### config.mk
export PLATFORM = sky130hd
export DESIGN_NAME = dm_dmi_responder
export DESIGN_NICKNAME = d
export VERILOG_FILES = /design/src/rtl/dm_dmi_responder.sv
export SDC_FILE = /design/constraint.sdc
export NUM_CORES = 1
export LEC_CHECK = 0
export ABC_AREA = 1
export CORE_MARGIN = 2
export CORE_UTILIZATION = 25
export CTS_CLUSTER_SIZE = 40
export DETAILED_ROUTE_END_ITERATION = 10
export GPL_TIMING_DRIVEN = 0
export SYNTH_ARGS = -nofsm -noshare
export SYNTH_HDL_FRONTEND = slang
export SYNTH_SLANG_ARGS = --single-unit
export TNS_END_PERCENT = 100
### constraint.sdc
create_clock -name clk -period 1.9 [get_ports clk]
set_input_delay 0.38 -clock clk [delete_from_list [all_inputs] [get_ports clk]]
set_output_delay 0.38 -clock clk [all_outputs]
set_load 0.005 [all_outputs]
### src/rtl/dm_dmi_responder.sv
// dm_dmi_responder: Debug Module side responder for DMI requests from the DTM.
//
// Accepts one request at a time, decodes the DM register space (data, dmcontrol,
// dmstatus, hartinfo, abstractcs, command and optionally progbuf) and returns a
// registered 32-bit response with a 2-bit status. Accepted abstract commands are
// handed to the abstract-command engine as a one-cycle cmd_valid pulse.
//
// Optional feature macro: DM_PROGBUF_EN (progbuf storage and postexec support).
//
// Ports:
//   clk, rst                        clock, synchronous active-high reset
//   dmi_req_valid/ready, dmi_req    request channel {addr[41:34], data[33:2], op[1:0]}
//   dmi_rsp_valid/ready             response channel
//   dmi_rsp_data, dmi_rsp_op        read data, status (0 success, 2 failed)
//   hart_halted, hart_running       hart status inputs
//   hart_resumeack                  resume acknowledge pulse
//   haltreq, resumereq              hart run-control requests (levels)
//   ndmreset, dmactive              dmcontrol mirrors
//   cmd_valid, cmd                  abstract command hand-off
//   cmd_done, cmd_exc               abstract command completion / exception

module dm_dmi_responder #(
    parameter int unsigned DATA_COUNT   = 2,
    parameter int unsigned PROGBUF_SIZE = 8
) (
    input  logic        clk,
    input  logic        rst,
    input  logic        dmi_req_valid,
    output logic        dmi_req_ready,
    input  logic [41:0] dmi_req,
    output logic        dmi_rsp_valid,
    input  logic        dmi_rsp_ready,
    output logic [31:0] dmi_rsp_data,
    output logic [1:0]  dmi_rsp_op,
    input  logic        hart_halted,
    input  logic        hart_running,
    input  logic        hart_resumeack,
    output logic        haltreq,
    output logic        resumereq,
    output logic        ndmreset,
    output logic        dmactive,
    output logic        cmd_valid,
    output logic [31:0] cmd,
    input  logic        cmd_done,
    input  logic        cmd_exc
);

    localparam logic [7:0] AddrData0      = 8'h04;
    localparam logic [7:0] AddrDmcontrol  = 8'h10;
    localparam logic [7:0] AddrDmstatus   = 8'h11;
    localparam logic [7:0] AddrAbstractcs = 8'h16;
    localparam logic [7:0] AddrCommand    = 8'h17;

`ifdef DM_PROGBUF_EN
    localparam logic [7:0] AddrProgbuf0   = 8'h20;
    localparam logic [4:0] PbSize         = 5'(PROGBUF_SIZE);
`else
    localparam logic [4:0] PbSize         = 5'd0;
    logic unused_cfg;
    assign unused_cfg = ^PROGBUF_SIZE;
`endif

    typedef enum logic [0:0] {StIdle, StRsp} state_t;

    state_t      state_q, state_d;
    logic [31:0] rsp_data_q, rsp_data_d;
    logic [1:0]  rsp_op_q, rsp_op_d;

    logic        haltreq_q, haltreq_d;
    logic        resumereq_q, resumereq_d;
    logic        ndmreset_q, ndmreset_d;
    logic        dmactive_q, dmactive_d;
    logic        resumeack_q, resumeack_d;
    logic        busy_q, busy_d;
    logic [2:0]  cmderr_q, cmderr_d;
    logic [31:0] cmd_q, cmd_d;
    logic        cmd_valid_q, cmd_valid_d;
    logic [31:0] data_q [DATA_COUNT];
    logic [31:0] data_d [DATA_COUNT];
`ifdef DM_PROGBUF_EN
    logic [31:0] progbuf_q [PROGBUF_SIZE];
    logic [31:0] progbuf_d [PROGBUF_SIZE];
`endif

    logic [7:0]  req_addr;
    logic [31:0] req_data;
    logic [1:0]  req_op;
    logic        accept;
    logic        clear_all;
    logic        cmdtype_ok;
    logic        postexec_bad;
    logic [31:0] rd_value;

    assign req_addr = dmi_req[41:34];
    assign req_data = dmi_req[33:2];
    assign req_op   = dmi_req[1:0];

    assign cmdtype_ok = (req_data[31:24] == 8'd0) || (req_data[31:24] == 8'd2);
`ifdef DM_PROGBUF_EN
    assign postexec_bad = 1'b0;
`else
    assign postexec_bad = req_data[18];
`endif

    // Read mux over pre-update state, so a request never sees its own write.
    always_comb begin
        rd_value = '0;
        case (req_addr)
            AddrDmcontrol: rd_value = {haltreq_q, 29'b0, ndmreset_q, dmactive_q};
            AddrDmstatus: begin
                rd_value[3:0] = 4'd2;
                rd_value[7]   = 1'b1;
                rd_value[8]   = hart_halted;
                rd_value[9]   = hart_halted;
                rd_value[10]  = hart_running;
                rd_value[11]  = hart_running;
                rd_value[16]  = resumeack_q;
                rd_value[17]  = resumeack_q;
            end
            AddrAbstractcs: begin
                rd_value[28:24] = PbSize;
                rd_value[12]    = busy_q;
                rd_value[10:8]  = cmderr_q;
                rd_value[3:0]   = 4'(DATA_COUNT);
            end
            default: ;
        endcase
        for (int unsigned i = 0; i < DATA_COUNT; i++) begin
            if (req_addr == 8'(AddrData0 + i)) rd_value = data_q[i];
        end
`ifdef DM_PROGBUF_EN
        for (int unsigned i = 0; i < PROGBUF_SIZE; i++) begin
            if (req_addr == 8'(AddrProgbuf0 + i)) rd_value = progbuf_q[i];
        end
`endif
    end

    always_comb begin
        state_d      = state_q;
        rsp_data_d   = rsp_data_q;
        rsp_op_d     = rsp_op_q;
        haltreq_d    = haltreq_q;
        resumereq_d  = resumereq_q;
        ndmreset_d   = ndmreset_q;
        dmactive_d   = dmactive_q;
        resumeack_d  = resumeack_q;
        busy_d       = busy_q;
        cmderr_d     = cmderr_q;
        cmd_d        = cmd_q;
        cmd_valid_d  = 1'b0;
        data_d       = data_q;
`ifdef DM_PROGBUF_EN
        progbuf_d    = progbuf_q;
`endif
        clear_all    = 1'b0;
        accept       = (state_q == StIdle) && dmi_req_valid;

        unique case (state_q)
            StIdle:  if (accept) state_d = StRsp;
            StRsp:   if (dmi_rsp_ready) state_d = StIdle;
            default: state_d = StIdle;
        endcase

        // Completion is applied before this cycle's request so a command written
        // in the same cycle as cmd_done can still be accepted.
        if (busy_q && cmd_done) begin
            busy_d = 1'b0;
            if (cmd_exc && (cmderr_q == 3'd0)) cmderr_d = 3'd3;
        end
        if (dmactive_q && hart_resumeack) begin
            resumereq_d = 1'b0;
            resumeack_d = 1'b1;
        end

        if (accept) begin
            rsp_op_d   = (req_op == 2'b11) ? 2'd2 : 2'd0;
            rsp_data_d = (req_op == 2'b01) ? rd_value : 32'd0;
        end

        if (accept && (req_op == 2'b10)) begin
            if (req_addr == AddrDmcontrol) begin
                if (!req_data[0]) begin
                    clear_all = 1'b1;
                end else if (!dmactive_q) begin
                    // Only dmactive leaves reset; the other fields stay cleared.
                    dmactive_d = 1'b1;
                end else begin
                    haltreq_d  = req_data[31];
                    ndmreset_d = req_data[1];
                    // A resumereq write overrides a same-cycle resume ack.
                    if (req_data[30]) resumeack_d = 1'b0;
                    if (req_data[31]) begin
                        resumereq_d = 1'b0;
                    end else if (req_data[30]) begin
                        resumereq_d = 1'b1;
                    end
                end
            end else if (dmactive_q) begin
                if (req_addr == AddrAbstractcs) cmderr_d = cmderr_d & ~req_data[10:8];
                if (req_addr == AddrCommand) begin
                    if (busy_d) begin
                        if (cmderr_d == 3'd0) cmderr_d = 3'd1;
                    end else if (cmderr_d == 3'd0) begin
                        if (!cmdtype_ok || postexec_bad) begin
                            cmderr_d = 3'd2;
                        end else if (!hart_halted) begin
                            cmderr_d = 3'd4;
                        end else begin
                            cmd_d       = req_data;
                            cmd_valid_d = 1'b1;
                            busy_d      = 1'b1;
                        end
                    end
                end
                for (int unsigned i = 0; i < DATA_COUNT; i++) begin
                    if (req_addr == 8'(AddrData0 + i)) begin
                        if (busy_d) begin
                            if (cmderr_d == 3'd0) cmderr_d = 3'd1;
                        end else begin
                            data_d[i] = req_data;
                        end
                    end
                end
`ifdef DM_PROGBUF_EN
                for (int unsigned i = 0; i < PROGBUF_SIZE; i++) begin
                    if (req_addr == 8'(AddrProgbuf0 + i)) begin
                        if (busy_d) begin
                            if (cmderr_d == 3'd0) cmderr_d = 3'd1;
                        end else begin
                            progbuf_d[i] = req_data;
                        end
                    end
                end
`endif
            end
        end
    end

    always_ff @(posedge clk) begin
        if (rst) begin
            state_q    <= StIdle;
            rsp_data_q <= '0;
            rsp_op_q   <= '0;
        end else begin
            state_q    <= state_d;
            rsp_data_q <= rsp_data_d;
            rsp_op_q   <= rsp_op_d;
        end
    end

    // DM state; clearing dmactive returns all of it to reset on the next cycle.
    always_ff @(posedge clk) begin
        if (rst || clear_all) begin
            haltreq_q   <= 1'b0;
            resumereq_q <= 1'b0;
            ndmreset_q  <= 1'b0;
            dmactive_q  <= 1'b0;
            resumeack_q <= 1'b0;
            busy_q      <= 1'b0;
            cmderr_q    <= '0;
            cmd_q       <= '0;
            cmd_valid_q <= 1'b0;
            for (int unsigned i = 0; i < DATA_COUNT; i++) data_q[i] <= '0;
`ifdef DM_PROGBUF_EN
            for (int unsigned i = 0; i < PROGBUF_SIZE; i++) progbuf_q[i] <= '0;
`endif
        end else begin
            haltreq_q   <= haltreq_d;
            resumereq_q <= resumereq_d;
            ndmreset_q  <= ndmreset_d;
            dmactive_q  <= dmactive_d;
            resumeack_q <= resumeack_d;
            busy_q      <= busy_d;
            cmderr_q    <= cmderr_d;
            cmd_q       <= cmd_d;
            cmd_valid_q <= cmd_valid_d;
            for (int unsigned i = 0; i < DATA_COUNT; i++) data_q[i] <= data_d[i];
`ifdef DM_PROGBUF_EN
            for (int unsigned i = 0; i < PROGBUF_SIZE; i++) progbuf_q[i] <= progbuf_d[i];
`endif
        end
    end

    assign dmi_req_ready = (state_q == StIdle);
    assign dmi_rsp_valid = (state_q == StRsp);
    assign dmi_rsp_data  = rsp_data_q;
    assign dmi_rsp_op    = rsp_op_q;
    assign haltreq       = haltreq_q;
    assign resumereq     = resumereq_q;
    assign ndmreset      = ndmreset_q;
    assign dmactive      = dmactive_q;
    assign cmd_valid     = cmd_valid_q;
    assign cmd           = cmd_q;

endmodule

==> results.py, run 1 <==
metrics = {
    "drt": {
        "ant_nets": 0,
        "first_pass_iters": 5,
        "drt-total-wl_mm": 20.8,
        "wl_per_cell_um": 15.6,
        "drcViolationCount": 0,
        "drt_iter0_drc": 372,
        "vias": 6029,
        "viasPerCell": 4.53,
    },
    "clock_network": {
        "htreeDepth": 4,
        "clockRootBuffer": "clkbuf_16",
        "cts_buffers": 17,
        "cts_sinks": 140,
        "clock_path_buffers": 2,
        "path_clk_slew_ns": 0.06,
        "ctsHoldBuffers": 0,
        "cts_tree": "built",
        "clk_latency_ns": 0.43,
    },
    "synth": {
        "synth_top_area_share_pct": 47.0,
        "syn_inst": 827,
        "synth_ff_type": "dfxtp_1",
        "ys_types": 37,
        "seq_area_frac_synth_pct": 47.0,
        "postSynthNetCount": 878,
        "synth_edf_count": 0,
        "syn_avg_cell_area_um2": 7.21,
        "synthTopCellsByArea": "dfxtp_1 47%, nand2_1 12%, nor2_1 8.4%, inv_1 5.7%, a21oi_1 4.9%",
        "synth_top_area_cell": "dfxtp_1",
        "async_flop_share_pct": 0,
        "synth_area_mm2": 0.00596,
        "synth-seq-cells": 140,
        "ys_warn_count": 0,
    },
    "global_route": {
        "grt_usage_pct": 16.9,
        "grt_antenna_before_repair": 0,
        "grt_max_degree": 17,
        "grt_pass1_vias": 5712,
        "grt.overflow.total": 0,
        "grt_pass1_wl_mm": 31.5,
    },
    "floorplan": {
        "die_h_um": 158,
        "boundaryPins": 124,
        "fp-row-count": 56,
        "coreArea_mm2": 0.0235,
        "die_x_um": 158,
        "dieArea_mm2": 0.0251,
        "start_util_pct": 25.4,
    },
    "pwr": {
        "p_leak_nw": 3.78,
        "pwr_density_cell_mw_per_mm2": 795,
        "pwr-share-comb_pct": 5.3,
        "p_int_mw": 5.31,
        "p_seq_share_pct": 42.3,
        "ir_worst_vdd_v": 0.000570,
        "switching_share_pct": 23.4,
        "pwr-share-clk_pct": 52.4,
        "finalPower_mw": 6.94,
        "switchingPower_mw": 1.63,
    },
    "critical_path": {
        "criticalPathCategory": "in2reg",
        "cp_top_family": "buffers and inverters",
        "cp_slowest_cell": "clkdlybuf4s50_1",
        "crit_fanout": 10,
        "cp_num_buf_inv": 5,
        "critPathLaunchType": "input port",
        "crit_chain": "clkdlybuf4s50_1 > inv_2 > nand4_1 > nor2_4 > inv_2 > nor2_4 > nand3_4 > nor2_4 > buf_6 > buf_6 > a21oi_1",
        "crit_path_frequent_cell": "nor2_4",
        "end_kind": "flip-flop",
        "cp.arrival_ns": 2.14,
        "max_stage_delay_ns": 0.43,
        "worstPathRequired_ns": 2.22,
    },
    "timing": {
        "worst_slack_ns": 0.0773,
        "tightestPinTransition_ns": 0.549,
        "whs_ns": 0.253,
        "period_minus_slack_ns": 1.82,
        "relSlewSlack_pct": 63.4,
        "fin_skew_ns": 0.00786,
        "period_share_pct": 95.9,
        "timing.fmax_mhz": 549,
        "final_hold_viol_count": 0,
        "maxSlewViolCount": 0,
        "setup_violations": 0,
    },
    "job": {
        "drv_cap": 0,
    },
    "placed_design": {
        "io_buffers": 121,
        "routabilityCongestion": 0.912,
        "dp_hpwl_mm": 14.6,
        "dpl_worst_slack_ns": -0.895,
        "post_dp_cell_area_mm2": 0.00757,
    },
    "finish": {
        "n_antenna_cell": 0,
        "area_growth_pct": 46.5,
        "fin_nets": 1051,
        "fillers": 2439,
        "layout-drive-gt1-share_pct": 15.5,
        "fin_area_mm2": 0.00874,
        "final_core_util_pct": 37.2,
    },
    "status": {
        "status": "finished clean",
    },
    "min_path": {
        "hold_path.class": "in2reg",
    },
}
==> path summary, 6_finish.rpt <==
check / endpoint / slack (ns) / depth (start not counted) / startpoint
max reg2reg: cmd[22] / 0.10 / 11 / dmi_rsp_valid
max: cmd[22] / 0.08 / 11 / dmi_req[33]
min reg2reg: cmd[31] / 0.45 / 2 / cmd[31]
min: data_q[62] / 0.25 / 3 / dmi_req[32]
==> power by group through the flow <==
stage	Sequential [mW]	Clock [mW]	Combinational, mW
6_report	2.94	3.64	0.366
5_1_grt	2.94	3.83	0.393
4_1_cts	2.94	3.69	0.346
3_5_place_dp	3.00	0	0.326
3_3_place_gp	3.00	0	0.324
2_1_floorplan	3.00	0	0.121
==> worst min-delay path, stage by stage <==
cell and delay (ns):
dlymetal6s2s_1 0.12, nor2_1 0.06, nor2_1 0.08
==> per-layer routing <==
layer | GRT usage [%] | vias to the layer above | part of all wire, %
li1 | - | 2976 | -
met1 | 21.6 | 2780 | 45
met2 | 27.5 | 232 | 45
met3 | 4.25 | 41 | 7.2
met4 | 6.13 | 0 | 2.8
met5 | 0 | - | 0
==> layout by cell type, fill, tap and decap left out, types with 5 or more instances in the layout <==
| cell | n |
|---|---|
| clkdlybuf4s50_1 | 104 |
| a211oi_1 | 24 |
| dlymetal6s2s_1 | 16 |
| a21oi_1 | 57 |
| dfxtp_1 | 138 |
| nand2_1 | 177 |
| nand3_1 | 19 |
| clkbuf_1 | 10 |
| o21ai_0 | 48 |
| nor2_4 | 7 |
| buf_6 | 9 |
| nor2_1 | 130 |
| inv_2 | 16 |
| o21ai_1 | 12 |
| buf_2 | 5 |
| nand2_2 | 7 |
| buf_4 | 40 |
| inv_1 | 80 |
| clkinv_4 | 5 |
| clkbuf_16 | 17 |
| clkbuf_2 | 7 |
| nand3_2 | 7 |
| nor3_1 | 21 |
| nand4_1 | 5 |
==> timing repair <==
item	in CTS	in global routing
gates cloned	2	1
gates resized for setup	42	55
setup buffers	18	13
pin swaps	8	17
endpoints found under the setup margin	132	125
==> area by class of cell <==
cell class                 instances  area (µm²)  area share (%)
sequential                       140        2810            32.1
tap                              319         399            4.57
inverter                          97         369            4.23
multi-input combinational        544        2650            30.3
buffer                            47         347            3.97
timing repair buffer             153        1530            17.5
clock buffer                      18         429            4.91
clock inverter                    14         206            2.36
==> cell families (layout without fill, tap and decap cells) <==
group / count (synthesis) / in the layout / synth area share [%]
compound gates: 156 / 156 / 14.9
simple gates: 386 / 387 / 27.7
buf+inv: 144 / 329 / 10.4
other cells: 1 / 1 / 0.0629
flops: 140 / 140 / 47.0
==> state kept, by name (all words and copies together) (netlist names), 3 cells and up <==
name	flops
cmd	32
cmderr_q	3
dmi_rsp_data	32
data_q	64
==> synthesized netlist by cell type (2+ instances only) <==
library cell  count
a211oi_1         24
a21o_1            2
a21oi_1          58
a22oi_1           2
a31oi_1           2
buf_1             3
buf_2            12
buf_4            11
buf_6             3
clkbuf_1         18
dfxtp_1         140
inv_1            90
inv_2             6
nand2_1         183
nand2_2           4
nand3_1          23
nand3_2           3
nand3_4           2
nand4_1           5
nor2_1          133
nor2_4            4
nor3_1           23
nor3_4            2
o211ai_1          3
o21ai_0          53
o21ai_1           7
==> per-stage QoR <==
| stage | std cells | TNS, ns |
|---|---|---|
| floorplan | 827 | 0 |
| global placement | 1267 | -80.32 |
| detailed placement | 1267 | -82.73 |
| CTS | 1319 | 0 |
| global route | 1332 | -0.0213 |
| finish | 1332 | 0 |
(Power assumes the default switching activity.)
==> run 2: changes to the inputs <==
HOLD_SLACK_MARGIN = 0.1   (was not set)
PLACE_DENSITY = 0.52   (was not set)
==> run 2 against run 1 <==
  * Final cell count rose by 0.38%
  * Clock power down 12%
  * Design area shrank 0.33%
  * Clock skew rose by 0.0088 ns
  * Highest routed layer unchanged
==> results.py, run 2 (synthesis results as in run 1) <==
metrics = {
    "drt": {
        "drcViolationCount": 0,
        "viasPerCell": 4.39,
        "first_pass_iters": 5,
        "ant_nets": 0,
        "drt_iter0_drc": 413,
        "wl_per_cell_um": 15.9,
        "vias": 5863,
        "drt-total-wl_mm": 21.3,
    },
    "floorplan": {
        "fp-row-count": 56,
        "dieArea_mm2": 0.0251,
        "die_h_um": 158,
        "boundaryPins": 124,
        "die_x_um": 158,
        "coreArea_mm2": 0.0235,
        "start_util_pct": 25.4,
    },
    "timing": {
        "whs_ns": 0.246,
        "setup_violations": 0,
        "final_hold_viol_count": 0,
        "period_share_pct": 97.1,
        "worst_slack_ns": 0.0550,
        "relSlewSlack_pct": 56.0,
        "rsz0062_at_grt": "true",
        "period_minus_slack_ns": 1.84,
        "fin_skew_ns": 0.0166,
        "tightestPinTransition_ns": 0.659,
        "timing.fmax_mhz": 542,
        "maxSlewViolCount": 0,
    },
    "critical_path": {
        "cp.arrival_ns": 2.20,
        "reg2regPathDepth": 12,
        "crit_chain": "clkdlybuf4s50_1 > inv_1 > nand4_1 > nor2_4 > inv_2 > nor2_4 > nand3_4 > nor2_4 > buf_12 > clkbuf_16 > o21ai_0 > a21oi_1",
        "cp_slowest_cell": "clkdlybuf4s50_1",
        "rrSetupSlack_ns": 0.10,
        "criticalPathCategory": "in2reg",
        "reg2reg_to": "cmd[5]",
        "end_kind": "flip-flop",
        "startpoint": "dmi_req[26]",
        "cp_num_buf_inv": 5,
        "critPathLaunchType": "input port",
        "worstPathRequired_ns": 2.26,
        "cp_top_family": "buffers and inverters",
        "crit_fanout": 5,
        "crit_path_frequent_cell": "nor2_4",
        "max_stage_delay_ns": 0.44,
        "worstReg2RegStart": "dmi_rsp_valid",
    },
    "clock_network": {
        "htreeDepth": 4,
        "cts_sinks": 140,
        "cts_buffers": 17,
        "clockRootBuffer": "clkbuf_16",
        "clock_path_buffers": 2,
        "cts_tree": "built",
        "path_clk_slew_ns": 0.07,
        "clk_latency_ns": 0.43,
        "ctsHoldBuffers": 0,
    },
    "pwr": {
        "switching_share_pct": 26.1,
        "p_int_mw": 4.80,
        "switchingPower_mw": 1.69,
        "pwr-share-clk_pct": 49.2,
        "ir_worst_vdd_v": 0.000579,
        "pwr_density_cell_mw_per_mm2": 746,
        "pwr-share-comb_pct": 5.6,
        "p_seq_share_pct": 45.2,
        "p_leak_nw": 3.74,
    },
    "finish": {
        "largest_register": "data_q",
        "layout_common_cells": "177 x nand2_1, 139 x dfxtp_1, 129 x nor2_1",
        "multi_input_area_mm2": 0.00266,
        "layout_commonest_cell": "nand2_1",
        "fillers": 2499,
        "largest_reg_flops": 64,
        "area_growth_pct": 46.0,
        "seq_area_mm2": 0.00280,
        "fin_nets": 1055,
        "layout-drive-gt1-share_pct": 16.5,
    },
    "global_route": {
        "grt_pass1_wl_mm": 32.6,
        "grt_antenna_before_repair": 1,
        "grt.overflow.total": 0,
        "grt_max_degree": 17,
        "grt_usage_pct": 17.5,
        "grt_pass1_vias": 5740,
    },
    "status": {
        "status": "finished clean",
    },
    "min_path": {
        "holdPathEnd": "data_q[58]",
        "hold_depth": 3,
        "hold_path.class": "in2reg",
        "hp-start": "dmi_req[28]",
    },
    "placed_design": {
        "routabilityCongestion": 0.895,
        "io_buffers": 121,
        "dpl_worst_slack_ns": -0.891,
        "dp_hpwl_mm": 15.0,
    },
    "job": {
        "drv_cap": 0,
    },
}
-- run 2: cell count changes in the layout (fill, tap and decap cells not counted), sizes merged --
cell / previous run / this run
inv: 101 / 105
clkbuf: 39 / 37
diode: 0 / 1
clkinvlp: 0 / 3
nand3: 29 / 28
bufinv: 4 / 0
bufbuf: 1 / 0
dlymetal6s2s: 16 / 13
dlygate4sd2: 1 / 4
buf: 57 / 64
clkinv: 6 / 4
-- run 2: tightest hold or removal path: cells and delay by family --
family | cells | cell delay, ns
and+or+nand+nor | 2 | 0.14
buffers and inverters | 1 | 0.12
-- run 2: how the worst max path moves through the flow --
| stage | end | cells after the start |
|---|---|---|
| final | cmd[5] | 12 |
| after global routing | data_q[60] | 12 |
| after CTS | cmd[5] | 13 |
| after detailed placement | data_q[12] | 9 |
| after global placement | data_q[18] | 8 |
| after floorplan | cmd[19] | 13 |
-- run 2: layer usage --
layer  wire, µm  up-vias  GRT usage, %
met1      10500     2679          24.0
met3       1230       21          3.86
met2       9200      179          27.5
li1           -     2984             -
met4        373        0          5.06
met5          0        -             0
-- run 2: power by group through the flow --
stage	clock network, mW	logic [mW]	registers, mW
final	3.20	0.365	2.94
after global routing	3.37	0.394	2.94
after CTS	3.25	0.350	2.94
after detailed placement	0	0.329	3.00
after global placement	0	0.328	3.00
after floorplan	0	0.121	3.00
-- run 2: final cells by class --
type | count | area share (%)
diodes | 1 | 0.0287
plain buffers | 46 | 3.95
multi-input cells | 543 | 30.5
clock buffers | 17 | 4.89
flip-flops and latches | 140 | 32.2
clock inverters | 15 | 1.49
inverters | 97 | 4.24
well taps | 319 | 4.58
repair buffers | 159 | 18.1
-- run 2: through the flow --
| step | instances | utilization [%] | power (mW) | cell area [µm²] | setup TNS [ns] |
|---|---|---|---|---|---|
| finish | 1337 | 37.1 | 6.50 | 8710 | 0 |
| global route | 1337 | 37.1 | 6.70 | 8710 | -0.0695 |
| CTS | 1322 | 36.1 | 6.54 | 8470 | 0 |
| detailed placement | 1267 | 32.3 | 3.33 | 7570 | -86.82 |
| global placement | 1267 | 32.3 | 3.33 | 7570 | -86.41 |
| floorplan | 827 | - | 3.13 | 5960 | 0 |
-- run 2: timing repair --
action                                  in CTS  in global routing
hold endpoints to repair                     0                  0
cloned                                       1                  1
setup buffers                               23                 14
resized for setup                           55                 60
pin swaps                                   13                 17
endpoints found under the setup margin     132                125
==> run 3: changes to the inputs <==
CTS_CLUSTER_SIZE = not set   (was 40)
==> results of run 3 <==
No change in the layout: final DEF, timing and power equal those of run 2.
